$ cat src/rtl/multdiv_seq_if.sv
// multdiv_seq_if
// Request/response bundle between the processor execute stage and the
// sequential multiply/divide unit.
//   data_operandA  : multiplicand / dividend (two's complement)
//   data_operandB  : multiplier / divisor (two's complement)
//   ctrl_MULT      : one-cycle multiply start pulse
//   ctrl_DIV       : one-cycle divide start pulse
//   data_result    : 32-bit result, held until the next start
//   data_exception : overflow or divide-by-zero flag
//   data_resultRDY : one-cycle completion strobe
// master = processor side, slave = multdiv unit side.
interface multdiv_seq_if;
    logic [31:0] data_operandA;
    logic [31:0] data_operandB;
    logic        ctrl_MULT;
    logic        ctrl_DIV;
    logic [31:0] data_result;
    logic        data_exception;
    logic        data_resultRDY;

    modport master (
        output data_operandA, data_operandB, ctrl_MULT, ctrl_DIV,
        input  data_result, data_exception, data_resultRDY
    );

    modport slave (
        input  data_operandA, data_operandB, ctrl_MULT, ctrl_DIV,
        output data_result, data_exception, data_resultRDY
    );
endinterface

$ cat src/rtl/multdiv_seq.sv
// multdiv_seq
// Sequential signed 32x32 multiply (radix-2 Booth) and divide (restoring,
// on magnitudes). Fixed 33-cycle latency from the start edge to the
// completion strobe, for every operand value.
// Ports:
//   clock : master clock, rising edge
//   reset : asynchronous active-low reset
//   bus   : multdiv_seq_if.slave (operands, start pulses, result/exception/RDY)
//
// state  | meaning
// -------+-----------------------------------------------------------
// IDLE   | waiting for a start; result/exception hold last completion
// MULT   | Booth iterations, r_cnt counts completed steps (0..32)
// DIV    | restoring-division iterations, r_cnt counts completed steps
// DONE   | result valid, data_resultRDY high for this one cycle
module multdiv_seq (
    input  logic          clock,
    input  logic          reset,
    multdiv_seq_if.slave  bus
);
    localparam logic [1:0] S_IDLE = 2'd0;
    localparam logic [1:0] S_MULT = 2'd1;
    localparam logic [1:0] S_DIV  = 2'd2;
    localparam logic [1:0] S_DONE = 2'd3;

    localparam logic [5:0] ITERS = 6'd32;

    logic [1:0]  r_state;
    logic [5:0]  r_cnt;
    logic [64:0] r_prod;     // {product[63:0], q-1}
    logic [31:0] r_mcand;
    logic [63:0] r_rq;       // {remainder, quotient}
    logic [31:0] r_dvsr;     // |divisor|
    logic        r_neg;
    logic        r_dbz;
    logic        r_dovf;
    logic [31:0] r_result;
    logic        r_exc;
    logic        r_rdy;

    logic        w_start;
    logic [31:0] w_abs_a;
    logic [31:0] w_abs_b;
    logic [32:0] w_hi33;
    logic [32:0] w_m33;
    logic [32:0] w_sum33;
    logic [64:0] w_booth_next;
    logic [31:0] w_mres;
    logic        w_movf;
    logic [63:0] w_rq_sh;
    logic [32:0] w_trial;
    logic [63:0] w_rq_next;
    logic [31:0] w_quo;
    logic [31:0] w_dres;
    logic        w_dexc;

    assign w_start = bus.ctrl_MULT | bus.ctrl_DIV;
    // 0x80000000 maps onto itself, which is the correct unsigned magnitude.
    assign w_abs_a = bus.data_operandA[31] ? (32'd0 - bus.data_operandA) : bus.data_operandA;
    assign w_abs_b = bus.data_operandB[31] ? (32'd0 - bus.data_operandB) : bus.data_operandB;

    // Booth step: the add is carried in 33 bits so a -2^31 multiplicand
    // cannot overflow the partial product before the arithmetic shift.
    assign w_hi33 = {r_prod[64], r_prod[64:33]};
    assign w_m33  = {r_mcand[31], r_mcand};

    always_comb begin
        w_sum33 = w_hi33;
        case (r_prod[1:0])
            2'b01:   w_sum33 = w_hi33 + w_m33;
            2'b10:   w_sum33 = w_hi33 - w_m33;
            default: w_sum33 = w_hi33;
        endcase
    end

    assign w_booth_next = {w_sum33, r_prod[32:1]};
    assign w_mres       = r_prod[32:1];
    assign w_movf       = (r_prod[64:33] != {32{r_prod[32]}});

    // Restoring step. The remainder stays below |divisor| <= 2^31, so the
    // bit shifted out of r_rq[63] is always zero.
    assign w_rq_sh = {r_rq[62:0], 1'b0};
    assign w_trial = {1'b0, w_rq_sh[63:32]} - {1'b0, r_dvsr};

    always_comb begin
        w_rq_next = w_rq_sh;
        if (!w_trial[32]) begin
            w_rq_next = {w_trial[31:0], w_rq_sh[31:1], 1'b1};
        end
    end

    // Divide-by-zero overrides the meaningless iteration result. The
    // 0x80000000 / -1 case already yields 0x80000000 from the magnitude
    // quotient, only its exception flag needs forcing.
    assign w_quo  = r_rq[31:0];
    assign w_dres = r_dbz ? 32'd0 : (r_neg ? (32'd0 - w_quo) : w_quo);
    assign w_dexc = r_dbz | r_dovf;

    always_ff @(posedge clock or negedge reset) begin
        if (!reset) begin
            r_state  <= S_IDLE;
            r_cnt    <= 6'd0;
            r_prod   <= 65'd0;
            r_mcand  <= 32'd0;
            r_rq     <= 64'd0;
            r_dvsr   <= 32'd0;
            r_neg    <= 1'b0;
            r_dbz    <= 1'b0;
            r_dovf   <= 1'b0;
            r_result <= 32'd0;
            r_exc    <= 1'b0;
            r_rdy    <= 1'b0;
        end else if (w_start) begin
            // A start in any state abandons whatever was in progress.
            r_state <= bus.ctrl_MULT ? S_MULT : S_DIV;
            r_cnt   <= 6'd0;
            r_prod  <= {32'd0, bus.data_operandB, 1'b0};
            r_mcand <= bus.data_operandA;
            r_rq    <= {32'd0, w_abs_a};
            r_dvsr  <= w_abs_b;
            r_neg   <= bus.data_operandA[31] ^ bus.data_operandB[31];
            r_dbz   <= (bus.data_operandB == 32'd0);
            r_dovf  <= (bus.data_operandA == 32'h8000_0000) &&
                       (bus.data_operandB == 32'hFFFF_FFFF);
            r_rdy   <= 1'b0;
        end else begin
            case (r_state)
                S_MULT: begin
                    if (r_cnt == ITERS) begin
                        r_result <= w_mres;
                        r_exc    <= w_movf;
                        r_rdy    <= 1'b1;
                        r_state  <= S_DONE;
                    end else begin
                        r_prod <= w_booth_next;
                        r_cnt  <= r_cnt + 6'd1;
                    end
                end
                S_DIV: begin
                    if (r_cnt == ITERS) begin
                        r_result <= w_dres;
                        r_exc    <= w_dexc;
                        r_rdy    <= 1'b1;
                        r_state  <= S_DONE;
                    end else begin
                        r_rq  <= w_rq_next;
                        r_cnt <= r_cnt + 6'd1;
                    end
                end
                S_DONE: begin
                    r_rdy   <= 1'b0;
                    r_state <= S_IDLE;
                end
                default: begin
                    r_rdy   <= 1'b0;
                    r_state <= S_IDLE;
                end
            endcase
        end
    end

    assign bus.data_result    = r_result;
    assign bus.data_exception = r_exc;
    assign bus.data_resultRDY = r_rdy;
endmodule

$ cat src/flat_wrapper.sv
// flat-port wrapper written by rule: the top's interface ports become plain ports
module multdiv_seq_flat 
  (clock, reset, bus_data_operandA, bus_data_operandB, bus_ctrl_MULT, bus_ctrl_DIV, bus_data_result, bus_data_exception, bus_data_resultRDY);
  multdiv_seq_if bus_i ();
  input  logic clock;
  input  logic reset;
  input wire logic [$bits(bus_i.data_operandA)-1:0] bus_data_operandA;
  input wire logic [$bits(bus_i.data_operandB)-1:0] bus_data_operandB;
  input wire logic [$bits(bus_i.ctrl_MULT)-1:0] bus_ctrl_MULT;
  input wire logic [$bits(bus_i.ctrl_DIV)-1:0] bus_ctrl_DIV;
  output wire logic [$bits(bus_i.data_result)-1:0] bus_data_result;
  output wire logic [$bits(bus_i.data_exception)-1:0] bus_data_exception;
  output wire logic [$bits(bus_i.data_resultRDY)-1:0] bus_data_resultRDY;
  assign bus_i.data_operandA = bus_data_operandA;
  assign bus_i.data_operandB = bus_data_operandB;
  assign bus_i.ctrl_MULT = bus_ctrl_MULT;
  assign bus_i.ctrl_DIV = bus_ctrl_DIV;
  assign bus_data_result = bus_i.data_result;
  assign bus_data_exception = bus_i.data_exception;
  assign bus_data_resultRDY = bus_i.data_resultRDY;
  multdiv_seq u_core (.clock(clock), .reset(reset), .bus(bus_i));
endmodule
$ cat config.mk
export PLATFORM = sky130hd
export DESIGN_NAME = multdiv_seq_flat
export DESIGN_NICKNAME = d
export VERILOG_FILES = /design/src/rtl/multdiv_seq_if.sv /design/src/rtl/multdiv_seq.sv /design/src/flat_wrapper.sv
export SDC_FILE = /design/constraint.sdc
export NUM_CORES = 1
export LEC_CHECK = 0
export ABC_CLOCK_PERIOD_IN_PS = 10500
export CAP_MARGIN = 20
export CORE_MARGIN = 2
export CORE_UTILIZATION = 60
export CTS_CLUSTER_DIAMETER = 30
export DETAILED_ROUTE_END_ITERATION = 8
export GPL_TIMING_DRIVEN = 0
export PLACE_DENSITY_LB_ADDON = 0.2
export SYNTH_ARGS = -nofsm -noshare
export SYNTH_HDL_FRONTEND = slang
export SYNTH_SLANG_ARGS = --single-unit
export TNS_END_PERCENT = 50
$ cat constraint.sdc
create_clock -name clock -period 10.5 [get_ports clock]
set_input_delay 1.05 -clock clock [delete_from_list [all_inputs] [get_ports clock]]
set_output_delay 1.05 -clock clock [all_outputs]
set_load 0.05 [all_outputs]
-- Word level (Yosys, flattened, before mapping)
Index checks and enable logic that the tools add are counted.
- word-level logic and storage cells: 77
- flip-flop bits (word level): 237
- output and inout bits: 34
- reduce and logical (&&, ||, !) cells: 13
- bitwise gates (word level): 4
- equal/unequal tests: 12
- muxes and demuxes: 28
- add/sub/neg operators: 7
- operators by type and width (kind ; count):
    63-bit 2-to-1 mux ; 4
    65-bit 2-to-1 mux ; 3
    32-bit 2-to-1 mux ; 6
    1-bit by 32-bit subtractor with 32-bit output, first input constant ; 3
    33-bit one-hot mux with 2 select lines ; 1
    32-bit by 32-bit subtractor with 33-bit output ; 2
    32-bit equality test, second input constant ; 2
    32-bit one-hot mux with 2 select lines ; 1
    32-bit by 32-bit adder with 33-bit output ; 1
    32-bit logical NOT ; 1
    32-bit != test ; 1
    6-bit 2-to-1 mux ; 3
    2-bit 2-to-1 mux ; 4
    2-bit nonzero test ; 4
    6-bit by 1-bit adder with 6-bit output, second input constant ; 1
    6-bit equality test, second input constant ; 1
    2-bit by 1-bit != test with 1-bit output, second input constant ; 3
    2-bit AND reduction ; 3
    1-bit 2-to-1 mux ; 5
    2-bit by 1-bit equality test with 1-bit output, second input constant ; 2
    2-bit equality test, second input constant ; 2
    4-bit AND reduction ; 1
    3-bit by 1-bit != test with 1-bit output, second input constant ; 1
    3-bit AND reduction ; 1
    7 further kinds ; 8

-- Longest topological paths before layout
- word-level depth: 5
- depth in mapped cells: 18
- depth with buffers taken out: 18

-- Worst setup path after synthesis
No wires, ideal clock.
- kind: reg2reg
- from: register u_core.r_mcand[5]
- to: register u_core.r_prod[62]
- slack: 6.427 ns
- data required time: 10.418 ns
- setup time: 0.082 ns
- stages on the path, launching flop included: 17
- arrival time: 3.991 ns
- period minus slack after synthesis: 4.073 ns
- path through: dfrtp_1 > nor4_1 > nand3_1 > nor4_1 > nand2_1 > nor2_1 > a21oi_1 > xnor2_1 > ha_1 > a21o_1 > or2_2 > a22o_1 > a41oi_1 > o21ai_0 > or3_1 > a21o_1 > a31oi_1
- cells in the longest elaborated chain, start to end: 5
- elaborated cells between the ends (all ways): 6
- classes of those cells: add/sub: 2; mux: 4
- ends and longest elaborated chain (item ; RTL line ; RTL):
    start, declared ; multdiv_seq.sv:31 ; logic [31:0] r_mcand;
    start signal, assigned ; multdiv_seq.sv:118 ; r_mcand <= bus.data_operandA;
    32-bit by 32-bit subtractor with 33-bit output or 32-bit by 32-bit adder with 33-bit output (tied branches) ; multdiv_seq.sv:71, multdiv_seq.sv:70 ;
    33-bit one-hot mux with 2 select lines (*) ; multdiv_seq.sv:69 ; case (r_prod[1:0])
    65-bit 2-to-1 mux (*) ; multdiv_seq.sv:129 ; if (r_cnt == ITERS) begin
    65-bit 2-to-1 mux (*) ; multdiv_seq.sv:127 ; case (r_state)
    65-bit 2-to-1 mux (*) ; multdiv_seq.sv:113 ; end else if (w_start) begin
    end signal, assigned ; multdiv_seq.sv:117 ; r_prod <= {32'd0, bus.data_operandB, 1'b0};
    end signal, assigned ; multdiv_seq.sv:135 ; r_prod <= w_booth_next;
    end, declared ; multdiv_seq.sv:30 ; logic [64:0] r_prod;
Every way passes the cells marked *; elsewhere a longest branch is shown, timed or not. The select of a mux whose other input is x is not followed.
A chain may end at the register's enable or synchronous reset.

-- Worst setup path in the final report
- from: register u_core.r_mcand[2]
- to: register u_core.r_prod[62]
The elaborated chain is that of the path after synthesis.

==> flow_summary.yaml <==
timing:
  max_clock_freq_mhz: 190
  slew_headroom: 0.314
  worst_tran_pin_value_ns: 1.03
  final.min_clock_period_ns: 5.27
  fin_tns_setup_ns: 0
  rsz0062_at_grt: "no"
  min_period_over_period: 0.502
  clock-skew-final_ns: 0.0218
  finalWorstSetupSlack_ns: 5.23
  timing_max_transition_violations_final: 0
  finalHoldViolCount: 0
  setup_viol: 0
final_layout:
  postLayoutCoreUtil: 0.736
  count_of_inserted_antenna_diode_cells: 0
  finish.net_count: 2397
  area_added_between_synthesis_and_finish_pct: 20.2
  share_of_post_route_cells_with_drive_strength_above_1: 0.0583
setup_path:
  critical-path-max-stage-delay_ns: 0.61
  critical_path.top_delay_family: "simple AND/OR/NAND/NOR gates"
  path_buf_inv: 0
  arrival_ns: 5.74
  crit_slowest_cell: "nor4_1"
  timing.critical_path.fanout_max: 6
  crit_required_ns: 10.97
  worstPathCellList: "nor4_1, nand3_1, nor4_1, nand2_1, nor2_1, a21oi_1, xnor2_1, ha_1, a21o_1, or2_2, a22o_1, a41oi_1, o21ai_0, or3_1, a21o_1, a31oi_1"
  timing.setup.critical_path_class: "register to register"
  cp-end-kind: "register"
  worstSetupStartpointType: "register"
clock_tree:
  htreeDepth: 2
  postCtsHoldBufs: 0
  max-clock-path-buffers: 3
  tritoncts: "yes"
  clkTransAtPathRegs_ns: 0.05
  cts_inserted_buffers: 55
  cts_num_sinks: 237
  cts-root-buf: "clkbuf_16"
  clock_latency_ns: 0.57
  post_cts_buffers: 0
  cts.repair.resized: 0
die:
  floorplan.die.width_um: 170
  floorplan.initialDensity: 0.612
  fp.dieH_um: 170
  die_area_mm2: 0.0289
  coreArea_mm2: 0.0270
  ioPinCount: 102
  placement_rows: 60
routing:
  detail_route.wl_per_cell_um: 21.0
  ant_nets: 0
  drt_first_iter_violations: 1842
  drt-pass1-iter-count: 7
  avgViaCountPerCell: 6.46
  totalWireLength_um: 55400
  route.detailed.drc: 0
  routed-via-count: 17039
global_route:
  use_met1: 0.499
  grt_start_max_net_pins: 98
  vias_in_the_first_global_route: 16494
  grt_use_met2: 0.606
  first_pass_grt_wire_length_um: 88400
  grt_remaining_overflow: 0
  grt_antenna_before_repair: 1
  grt-busiest-layer: "met2"
  global_route_usage_over_all_layers: 0.388
  gr-usage-met3: 0.0984
placed_design:
  place_hpwl_um: 40600
  post-place-ws_ns: 5.38
  placement.io_buffers: 100
  routabilityCongestion: 0.976
run:
  maxCapViolCount: 0
yosys:
  synth_sequential_area_ratio: 0.358
  synth_edf_count: 0
  postSynthCellCount: 2092
  synth.cell_area_mm2: 0.0165
  yosysUniqueCellTypes: 64
  synth_async_sr_flop_share: 1.00
  synth-seq-cells: 237
  syn_nets: 2237
  post_synth.cell_area_avg_um2: 7.91
  ys_warnings: 0
  most_used_flip_flop_cell_after_synthesis: "dfrtp_1"
power_and_ir_drop:
  power.density_cell_area_mw_per_mm2: 176
  ir_drop_uv: 160
  power.static_leakage_nw: 8.63
worst_hold_path:
  min-delay-path-class: "input pin to async pin"
outcome:
  status: "finished clean"
cell usage in the layout (no fill, tap or decap), types with 33 or more instances in the layout:
cell type / Yosys / routed
nand2_1: 401 / 401
dfrtp_1: 237 / 237
nor2_1: 162 / 162
o21ai_0: 160 / 160
a21oi_1: 150 / 150
xnor2_1: 113 / 113
clkbuf_1: 104 / 111
clkdlybuf4s50_1: 0 / 99
inv_1: 86 / 86
a31oi_1: 83 / 83
ha_1: 75 / 75
clkbuf_16: 0 / 56
xor2_1: 54 / 54
nor3_1: 43 / 43
nand3_1: 33 / 33
registers in the layout (all words and copies together), names as in the netlist:
name / cells
u_core.r_rq: 63
u_core.r_dovf: 1
u_core.r_neg: 1
u_core.bus.data_resultRDY: 1
u_core.r_dbz: 1
u_core.r_dvsr: 32
u_core.bus.data_exception: 1
u_core.r_state: 2
u_core.r_cnt: 6
u_core.r_mcand: 32
u_core.bus.data_result: 32
u_core.r_prod: 65
path summary, 6_finish.rpt:
path,start,end,slack [ns],depth (start not counted)
max reg2reg,u_core.r_mcand[2]$_DFFE_PN0N_,u_core.r_prod[62]$_DFFE_PN0P_,5.23,16
min,reset,u_core.bus.data_result[9]$_DFFE_PN0P_,0.41,1
min in group clock,u_core.r_dvsr[3]$_DFFE_PN0N_,u_core.r_dvsr[3]$_DFFE_PN0N_,0.48,2
min reg2reg,u_core.r_dvsr[3]$_DFFE_PN0N_,u_core.r_dvsr[3]$_DFFE_PN0N_,0.48,2
max,u_core.r_mcand[2]$_DFFE_PN0N_,u_core.r_prod[62]$_DFFE_PN0P_,5.23,16
max in group asynchronous,reset,u_core.r_rq[47]$_DFFE_PN0P_,9.24,2
per-stage QoR:
step                      hold WS [ns]  std cells  total power [W]  cell area [µm²]
final                            0.407       2638          0.00350            19900
after global routing             0.446       2638          0.00363            19900
after CTS                        0.428       2638          0.00348            19900
after detailed placement         0.469       2536          0.00179            18000
after global placement           0.464       2533          0.00177            18000
after floorplan                  0.450       2092          0.00154            16500
cells by family (layout without fill, tap and decap cells):
logic type	Yosys count	count (layout)	share of synthesized area
flops	237	237	0.358
xor+xnor	167	167	0.0884
buf+inv	205	410	0.0470
fa+ha+maj	77	77	0.0591
mux	10	10	0.00605
simple gates	804	804	0.220
compound gates	592	592	0.221
layout make-up:
class	instances	area [µm²]
Buffer	118	452
Sequential cell	237	5930
Multi-Input combinational cell	1650	9840
Inverter	87	327
Timing Repair Buffer	103	1070
Clock inverter	33	347
Fill cell	2096	7130
Tap cell	341	427
Clock buffer	69	1510
synth_stat cells (all sizes together), types with 24 or more instances:
cell | count | area, µm²
a21o | 30 | 225
a21oi | 150 | 751
a31oi | 83 | 519
clkbuf | 105 | 395
dfrtp | 237 | 5930
ha | 75 | 938
inv | 87 | 327
nand2 | 402 | 1510
nand3 | 33 | 165
nor2 | 162 | 608
nor3 | 43 | 215
o211ai | 24 | 180
o21ai | 167 | 836
o31ai | 33 | 263
or3 | 33 | 231
xnor2 | 113 | 990
xor2 | 54 | 473
report_power, final:
part | internal (W) | switching, W | total (W)
combinational | 0.000276 | 0.000467 | 0.000743
clock | 0.00112 | 0.000574 | 0.00170
sequential | 0.000981 | 0.0000818 | 0.00106
total | 0.00238 | 0.00112 | 0.00350
layer usage:
layer | routed length (µm) | part of all wire
met5 | 9 | 0.00016
met4 | 3070 | 0.055
met2 | 25000 | 0.45
met3 | 5470 | 0.099
met1 | 21900 | 0.39
Power figures use the tool's default switching activity.
